$ cat config.mk
export PLATFORM = sky130hd
export DESIGN_NAME = keypad_scan
export DESIGN_NICKNAME = d
export VERILOG_FILES = /design/src/rtl/keypad_scan.sv
export SDC_FILE = /design/constraint.sdc
export NUM_CORES = 1
export LEC_CHECK = 0
export CORE_MARGIN = 4
export CORE_UTILIZATION = 40
export CTS_CLUSTER_SIZE = 16
export DETAILED_ROUTE_END_ITERATION = 12
export PLACE_DENSITY_LB_ADDON = 0.3
export REMOVE_ABC_BUFFERS = 1
export SETUP_SLACK_MARGIN = 0.1
export SLEW_MARGIN = 10
export SYNTH_ARGS = -nofsm -noshare
export SYNTH_HDL_FRONTEND = slang
export SYNTH_SLANG_ARGS = --single-unit
$ cat constraint.sdc
create_clock -name clk -period 5.5 [get_ports clk]
set_clock_uncertainty 0.05 [all_clocks]
set_input_delay 1.1 -clock clk [delete_from_list [all_inputs] [get_ports clk]]
set_output_delay 1.1 -clock clk [all_outputs]
set_load 0.05 [all_outputs]
$ cat src/rtl/keypad_scan.sv
// 4x4 hex keypad scanner: walks a low level across the columns, samples the
// rows through a two-flop synchroniser, debounces press and release on the
// scan tick, and packs each accepted key into a 32-bit display-order word.
module keypad_scan #(
    parameter int SCAN_DIV       = 150000,
    parameter int DEBOUNCE_SCANS = 4
) (
    input  logic        clk,
    input  logic        rst,
    input  logic [3:0]  key_row,
    input  logic        clear,
    output logic [3:0]  key_col,
    output logic [3:0]  key_code,
    output logic        key_valid,
    output logic [31:0] data,
    output logic [2:0]  digit_cnt,
    output logic        word_valid
);

    localparam int TW = (SCAN_DIV > 1) ? $clog2(SCAN_DIV) : 1;
    localparam int DW = $clog2(DEBOUNCE_SCANS + 1);
    localparam logic [TW-1:0] TICK_LAST = TW'(SCAN_DIV - 1);
    localparam logic [DW-1:0] DBNC_LAST = DW'(DEBOUNCE_SCANS);
    localparam logic [DW-1:0] DBNC_ONE  = DW'(1);

    typedef enum logic [1:0] {
        ST_SCAN,
        ST_DEBOUNCE,
        ST_HELD,
        ST_RELEASE
    } state_t;

    state_t          state_reg;
    logic [3:0]      row_meta_reg;
    logic [3:0]      row_s_reg;
    logic [TW-1:0]   tick_cnt_reg;
    logic [3:0]      key_col_reg;
    logic [3:0]      cand_reg;
    logic [DW-1:0]   dcnt_reg;
    logic [3:0]      key_code_reg;
    logic            key_valid_reg;
    logic [31:0]     data_reg;
    logic [2:0]      digit_cnt_reg;
    logic            word_valid_reg;

    logic            tick;
    logic [3:0]      row_hit;
    logic [3:0]      col_hit;
    logic            row_valid;
    logic            rows_idle;
    logic [1:0]      row_idx;
    logic [1:0]      col_idx;
    logic [3:0]      code;
    logic [DW-1:0]   dcnt_inc;
    logic            accept;

    // Two-flop synchroniser for the asynchronous, pulled-up row lines
    always_ff @(posedge clk) begin
        if (rst) begin
            row_meta_reg <= 4'hF;
            row_s_reg    <= 4'hF;
        end else begin
            row_meta_reg <= key_row;
            row_s_reg    <= row_meta_reg;
        end
    end

    // Free-running scan tick divider, independent of the scan state
    always_ff @(posedge clk) begin
        if (rst) begin
            tick_cnt_reg <= '0;
        end else if (tick_cnt_reg == TICK_LAST) begin
            tick_cnt_reg <= '0;
        end else begin
            tick_cnt_reg <= tick_cnt_reg + TW'(1);
        end
    end

    assign tick = (tick_cnt_reg == TICK_LAST);

    // One-hot match of rows and column against the single-low patterns
    generate
        for (genvar gi = 0; gi < 4; gi++) begin : g_decode
            localparam logic [3:0] PAT = ~(4'b0001 << gi);
            assign row_hit[gi] = (row_s_reg == PAT);
            assign col_hit[gi] = (key_col_reg == PAT);
        end
    endgenerate

    // Anything other than exactly one low row (idle or ghosting) is not a key
    assign row_valid = |row_hit;
    assign rows_idle = (row_s_reg == 4'hF);
    assign row_idx   = {row_hit[3] | row_hit[2], row_hit[3] | row_hit[1]};
    assign col_idx   = {col_hit[3] | col_hit[2], col_hit[3] | col_hit[1]};
    assign code      = {row_idx, col_idx};
    assign dcnt_inc  = dcnt_reg + DBNC_ONE;

    // Accept decision shared by the FSM and the digit-assembly path
    always_comb begin
        accept = 1'b0;
        if (tick) begin
            case (state_reg)
                ST_SCAN:     accept = row_valid && (DEBOUNCE_SCANS == 1);
                ST_DEBOUNCE: accept = (row_s_reg == cand_reg) && (dcnt_inc == DBNC_LAST);
                default:     accept = 1'b0;
            endcase
        end
    end

    // Scan/debounce state machine; every transition waits for a tick
    always_ff @(posedge clk) begin
        if (rst) begin
            state_reg   <= ST_SCAN;
            key_col_reg <= 4'b1110;
            cand_reg    <= 4'hF;
            dcnt_reg    <= '0;
        end else if (tick) begin
            case (state_reg)
                ST_SCAN: begin
                    if (row_valid) begin
                        // Freeze the column on this key and start counting
                        cand_reg  <= row_s_reg;
                        dcnt_reg  <= DBNC_ONE;
                        state_reg <= accept ? ST_HELD : ST_DEBOUNCE;
                    end else begin
                        key_col_reg <= {key_col_reg[2:0], key_col_reg[3]};
                    end
                end
                ST_DEBOUNCE: begin
                    if (row_s_reg == cand_reg) begin
                        dcnt_reg <= dcnt_inc;
                        if (accept) begin
                            state_reg <= ST_HELD;
                        end
                    end else begin
                        // Bounce or glitch: drop the candidate and move on
                        state_reg   <= ST_SCAN;
                        key_col_reg <= {key_col_reg[2:0], key_col_reg[3]};
                    end
                end
                ST_HELD: begin
                    if (rows_idle) begin
                        dcnt_reg  <= DBNC_ONE;
                        state_reg <= (DEBOUNCE_SCANS == 1) ? ST_SCAN : ST_RELEASE;
                    end
                end
                ST_RELEASE: begin
                    if (rows_idle) begin
                        dcnt_reg <= dcnt_inc;
                        if (dcnt_inc == DBNC_LAST) begin
                            state_reg <= ST_SCAN;
                        end
                    end else begin
                        state_reg <= ST_HELD;
                    end
                end
                default: begin
                    state_reg <= ST_SCAN;
                end
            endcase
        end
    end

    // Registered key report and word assembly; clear wins over the shift
    always_ff @(posedge clk) begin
        if (rst) begin
            key_code_reg   <= 4'h0;
            key_valid_reg  <= 1'b0;
            data_reg       <= 32'h0;
            digit_cnt_reg  <= 3'd0;
            word_valid_reg <= 1'b0;
        end else begin
            key_valid_reg  <= 1'b0;
            word_valid_reg <= 1'b0;
            if (accept) begin
                key_code_reg  <= code;
                key_valid_reg <= 1'b1;
                if (clear) begin
                    data_reg      <= {28'h0, code};
                    digit_cnt_reg <= 3'd1;
                end else begin
                    data_reg       <= {data_reg[27:0], code};
                    digit_cnt_reg  <= digit_cnt_reg + 3'd1;
                    word_valid_reg <= (digit_cnt_reg == 3'd7);
                end
            end else if (clear) begin
                data_reg      <= 32'h0;
                digit_cnt_reg <= 3'd0;
            end
        end
    end

    assign key_col    = key_col_reg;
    assign key_code   = key_code_reg;
    assign key_valid  = key_valid_reg;
    assign data       = data_reg;
    assign digit_cnt  = digit_cnt_reg;
    assign word_valid = word_valid_reg;

endmodule
==> results of run 1 <==
cell families after synthesis:
| logic type | Yosys count | share of synthesized area [%] |
|---|---|---|
| AOI/OAI and AO/OA | 105 | 16.4 |
| muxes | 2 | 0.578 |
| xor gates and xnor gates | 25 | 6.54 |
| and+or+nand+nor | 143 | 22.6 |
| DFF | 80 | 46.2 |
| adders and majority gates | 5 | 1.81 |
| buffers and inverters | 40 | 5.89 |
per-layer routing:
metal,part of all wire [%],vias up,global-route usage [%]
li1,-,1470,-
met5,0,-,0
met1,47,1354,20.7
met4,0.78,0,7.16
met3,4.9,4,3.25
met2,48,61,23.7
report_power, final:
group / internal [W] / leakage (nW) / switching (W)
registers: 0.000583 / 0.647 / 0.00000442
clock network: 0.000265 / 0.114 / 0.000232
logic: 0.0000140 / 0.619 / 0.0000216
total: 0.000862 / 1.38 / 0.000258
final timing paths:
check	endpoint
max	tick_cnt_reg[15]
min	row_s_reg[3]
max reg2reg	state_reg[0]
min reg2reg	row_s_reg[3]
area by class of cell:
| class | instances | area (um^2) | area share (%) |
|---|---|---|---|
| multi-input combinational | 280 | 1660 | 39.6 |
| sequential | 80 | 1600 | 38.2 |
| timing repair buffer | 54 | 533 | 12.7 |
| tap | 105 | 131 | 3.14 |
| clock buffer | 9 | 124 | 2.96 |
| clock inverter | 7 | 108 | 2.57 |
| inverter | 9 | 33.8 | 0.806 |
synth_stat cells, types with 6 or more instances:
| cell | count | area share (%) |
|---|---|---|
| o21ai_0 | 39 | 5.6 |
| o21ai_1 | 10 | 1.4 |
| nor2_1 | 24 | 2.6 |
| nand4_1 | 6 | 1.1 |
| xor2_1 | 14 | 3.5 |
| inv_1 | 9 | 0.98 |
| a21oi_1 | 43 | 6.2 |
| buf_2 | 10 | 1.4 |
| dfxtp_1 | 80 | 46 |
| xnor2_1 | 10 | 2.5 |
| nor3_1 | 6 | 0.87 |
| nand3_1 | 56 | 8.1 |
| nand2_1 | 9 | 0.98 |
| clkbuf_1 | 12 | 1.3 |
| or2_2 | 10 | 1.8 |
| and3_1 | 10 | 1.8 |
through the flow:
step / std cells / util [%] / hold WS (ns) / instance area, um^2 / worst slack, ns
global placement: 528 / 47.5 / 0.342 / 3960 / 2.18
floorplan: 369 / - / 0.339 / 3290 / 3.36
global route: 544 / 50.2 / 0.378 / 4190 / 2.26
CTS: 544 / 50.2 / 0.365 / 4190 / 2.48
finish: 544 / 50.2 / 0.365 / 4190 / 2.51
detailed placement: 528 / 47.5 / 0.342 / 3960 / 2.09
placed cells by master (no fill, tap or decap), drive strengths merged:
cell            n
dfxtp          80
nand3          57
clkdlybuf4s50  51
o21ai          49
a21oi          43
nor2           24
xor2           15
inv            13
and3           10
xnor2          10
or2            10
nand2           9
clkbuf          9
nor3            7
nand4           6
and2            5
nor2b           5
ha              5
or3             3
a211oi          3
buf             3
o41ai           2
o21a            2
a2111oi         2
mux2i           2
bufinv          2
nor4            2
nor3b           1
and4bb          1
nor4b           1
and4            1
o31a            1
o31ai           1
o21ba           1
o311ai          1
nand3b          1
clkinvlp        1
critical path, stage by stage:
cell	delay, ns
clkdlybuf4s50_1	1.01
inv_1	0.40
nand2_1	0.52
nor2_1	0.11
==> impl_results.md, run 1 <==
* Outcome: completed
* Netlist cell types at 42
* Total CTS buffers at 9
* Final worst-path cycle share at 54.4%
* Syn Inst Count at 400
* Core area at 8340 um^2
* Maximum clock path buffer count at 2
* Die area at 10200 um^2
* Area growth from synthesis to layout at 20.9%
* Crit path DAT at 3.15 ns
* FMAX at 0.334 GHz
* Total Wirelength at 7570 um
* CP required at 5.66 ns
* Antenna Nets Post-Route at 0
* DP HPWL at 4950 um
* FILL cells at 821
* Reg2Reg Launch Point: tick_cnt_reg[0]
* Hold Startpoint: row_meta_reg[3]
* Total gr overflow at 0
* Routed len/inst at 13.9 um
* Max Cap Violations at 0
* Setup tns final at 0 ns
* Crit path time final at 2.99 ns
* Most used DFF post-synth: dfxtp_1
* Worst r2r path cells at 6
* Hold-fix buffers at CTS at 0
* Initial core utilization at 41.5%
* Critical Path Fanout Max at 25
* Gpl congestion at 0.883
* Die height at 101 um
* CTS tree: done
* Clock Latency Late Sink at 0.35 ns
* Final Hold Fails at 0
* Ys async rst share at 0%
* Vias in the first global route at 2674
* Reg clk slew, reported paths at 0.09 ns
* Flop2flop setup slack at 2.83 ns
* Setup Viol. Count Final at 0
* Post-CTS sizing at 0
* Die W at 101 um
* # diodes at 0
* Syn avg cell area at 8.66 um^2
* Largest net degree at the start of global routing at 42
* Worst-margin pin slew at 0.827 ns
* CTS sink count at 80
* Pins over their slew limit at 0
* Cell count of the worst hold path at 1
* Post-synthesis sequential area ratio at 46.2%
* Detailed-route vias per instance at 5.31
* First-pass DRT Iterations at 6
* GRT Total Usage at 15.4%
* Synthesized area at 3460 um^2
* Maximum vdd drop at 0.117 mV
* Critical Path Start: rst
* Share of layout cells above drive strength 1 at 7.97%
* Htree depth at 3
* DRT iter0 DRCs at 108
* Setup CP Type: input port to flop
* Hold Path Class: flop to flop
* First-pass GRT wire length at 12700 um
* RSZ-0062 raised after global routing: no
* Total power at 0.00112 W
* Pwr Density at 267 nW/um^2
* Initial antenna violation count at 0
* CTS root buf: clkbuf_8
* Seq cells post-synth at 80
* P_leak at 1.38 nW
* Yosys warnings at 0
* Worst Setup End Kind: flop
* Max reg flops at 32
* Post-CTS Setup Bufs at 0
* Via count at 2889
* Fin nets at 446
* # IOs at 52
* Port Buffers at 51
* Slew headroom at 44.7%
* Post-synth EDFFs at 0
* DRC Markers at 0
* Row cnt at 33
* Nature of the critical path startpoint: input port
Note: power is estimated with default switching activity, not from simulation.
==> run 2: changes to the inputs <==
==> constraint.sdc (replaced) <==
create_clock -name clk -period 2.47 [get_ports clk]
set_clock_uncertainty 0.05 [all_clocks]
set_input_delay 0.494 -clock clk [delete_from_list [all_inputs] [get_ports clk]]
set_output_delay 0.494 -clock clk [all_outputs]
set_load 0.05 [all_outputs]
==> run 2 against run 1 <==
Effect of this change: wire length increased by 1.3%; hold slack got worse by 0.0026 ns; sequential cell count unchanged; power increased by 110%; critical path depth decreased by 3; first-iteration DRC count decreased by 1.9%; die area unchanged; global-route usage decreased by 0.21 points; cell count increased by 0.92%; clock power increased by 98%; non-clock buffer count increased by 6; highest routed layer unchanged.
==> impl_results.md, run 2 (synthesized netlist as in run 1, its figures left out) <==
* Outcome: completed
* FMAX at 0.462 GHz
* Share of layout cells above drive strength 1 at 9.01% (+1.0 points)
* Pins over their slew limit at 0 (unchanged)
* First-pass GRT wire length at 12800 um (+0.22%)
* FILL cells at 804 (-2.1%)
* CP top delay family: buffers and inverters
* RSZ-0062 raised after global routing: no
* Die area at 10200 um^2 (unchanged)
* Post-CTS Setup Bufs at 0 (unchanged)
* CTS tree: done
* # diodes at 0 (unchanged)
* CTS root buf: clkbuf_8
* Crit path DAT at 1.62 ns (-1.53 ns)
* Htree depth at 3 (unchanged)
* Final Hold Fails at 0 (unchanged)
* Crit path time final at 2.16 ns
* Total Wirelength at 7670 um (+1.3%)
* Worst path slowest cell: clkdlybuf4s50_1
* Die height at 101 um (unchanged)
* Max incr delay on CP at 0.84 ns (-0.17 ns)
* Largest net degree at the start of global routing at 41 (-2.4%)
* First-pass DRT Iterations at 5 (-1)
* Nature of the critical path startpoint: flop
* Hold Path Class: flop to flop
* Initial core utilization at 41.5% (unchanged)
* Vias in the first global route at 2693 (+0.71%)
* Most frequent cells in the layout: dfxtp_1, nand3_1, clkdlybuf4s50_1
* DRT iter0 DRCs at 106 (-1.9%)
* Post-CTS sizing at 0 (unchanged)
* Crit-path cells: clkdlybuf4s50_1
* Port Buffers at 51 (unchanged)
* Setup tns final at 0 ns (unchanged)
* Slew headroom at 59.6% (+15 points)
* Total gr overflow at 0 (unchanged)
* Post-Layout Cell Count at 549 (+0.92%)
* Worst Setup End Kind: output port
* DP HPWL at 5300 um (+7.1%)
* DRC Markers at 0 (unchanged)
* Max Cap Violations at 0 (unchanged)
* P_leak at 1.39 nW (+1.1%)
* Antenna Nets Post-Route at 0 (unchanged)
* Reg clk slew, reported paths at 0.08 ns (about the same)
* GRT Total Usage at 15.2% (-0.21 points)
* Total CTS buffers at 9 (unchanged)
* DP Cell Count at 534 (+1.1%)
* Setup Viol. Count Final at 0 (unchanged)
* Initial antenna violation count at 0 (unchanged)
* Final worst-path cycle share at 87.6%
* Row cnt at 33 (unchanged)
* Detailed-route vias per instance at 5.38 (+1.2%)
* Gpl congestion at 0.796 (-9.9%)
* # IOs at 52 (unchanged)
* CP Buf/Inv Count at 1 (-1)
* Pwr Density at 563 nW/um^2 (+110%)
* Routed len/inst at 14.0 um (+0.40%)
* Die W at 101 um (unchanged)
* Maximum vdd drop at 0.326 mV (+180%)
* Worst-margin pin slew at 0.606 ns (-0.221 ns)
* Clock Latency Late Sink at 0.35 ns (about the same)
* Core area at 8340 um^2 (unchanged)
* Most common cell after layout, fill and taps aside: dfxtp_1
* Maximum clock path buffer count at 2 (unchanged)
* CTS sink count at 80 (unchanged)
* Setup CP Type: flop to output port
* CP required at 1.93 ns (-3.73 ns)
* Final core occ at 50.6% (+0.38 points)
* Critical Path Fanout Max at 5 (-80%)
* Via count at 2951 (+2.1%)
* Fin nets at 452 (+1.3%)
* Area growth from synthesis to layout at 21.8%
* Max reg flops at 32 (unchanged)
* Hold-fix buffers at CTS at 0 (unchanged)
## run 2: changes by cell type in the layout (fill, tap and decap cells not counted), moves of 2 or more
cell and delta:
buf_4 +5, clkbuf_8 +2, inv_6 -2, inv_8 -2
## run 2: per-layer routing
layer  track usage (%)  vias to the layer above  part of all wire, %
met5                 0                        -                    0
met4              4.81                        0                  1.1
met3              3.32                        6                  5.8
met2              24.7                       65                   48
met1              20.1                     1404                   45
li1                  -                     1476                    -
## run 2: path summary, 6_finish.rpt
check                        from           end  slack [ns]  cells past startpoint
setup / recovery       key_col[3]    key_col[3]        0.31                      1
hold / removal    row_meta_reg[1]  row_s_reg[1]        0.36                      1
setup reg to reg  tick_cnt_reg[0]      data[17]        0.45                      8
hold reg to reg   row_meta_reg[1]  row_s_reg[1]        0.36                      1
## run 2: where the power goes
group	switching (W)	internal (W)	total, W	leakage, nW
Combinational	0.0000509	0.0000355	0.0000864	0.650
Clock	0.000465	0.000518	0.000984	0.0976
Sequential	0.00000917	0.00130	0.00131	0.647
## run 2: area by class of cell
type,count,area (um^2),share of cell area [%]
timing repair buffer,60,591,14.0
sequential,80,1600,37.9
inverter,9,33.8,0.800
multi-input combinational,280,1660,39.3
clock buffer,11,151,3.59
clock inverter,4,53.8,1.27
tap,105,131,3.11
## run 2: metrics by stage
stage / total power [W] / instance area [um^2] / hold WS [ns] / worst slack (ns)
after detailed placement: 0.00142 / 4020 / 0.345 / 0.478
after floorplan: 0.00139 / 3290 / 0.339 / 0.332
after global routing: 0.00246 / 4220 / 0.371 / 0.262
final: 0.00238 / 4220 / 0.362 / 0.307
after global placement: 0.00142 / 4020 / 0.346 / 0.514
after CTS: 0.00241 / 4220 / 0.364 / 0.289
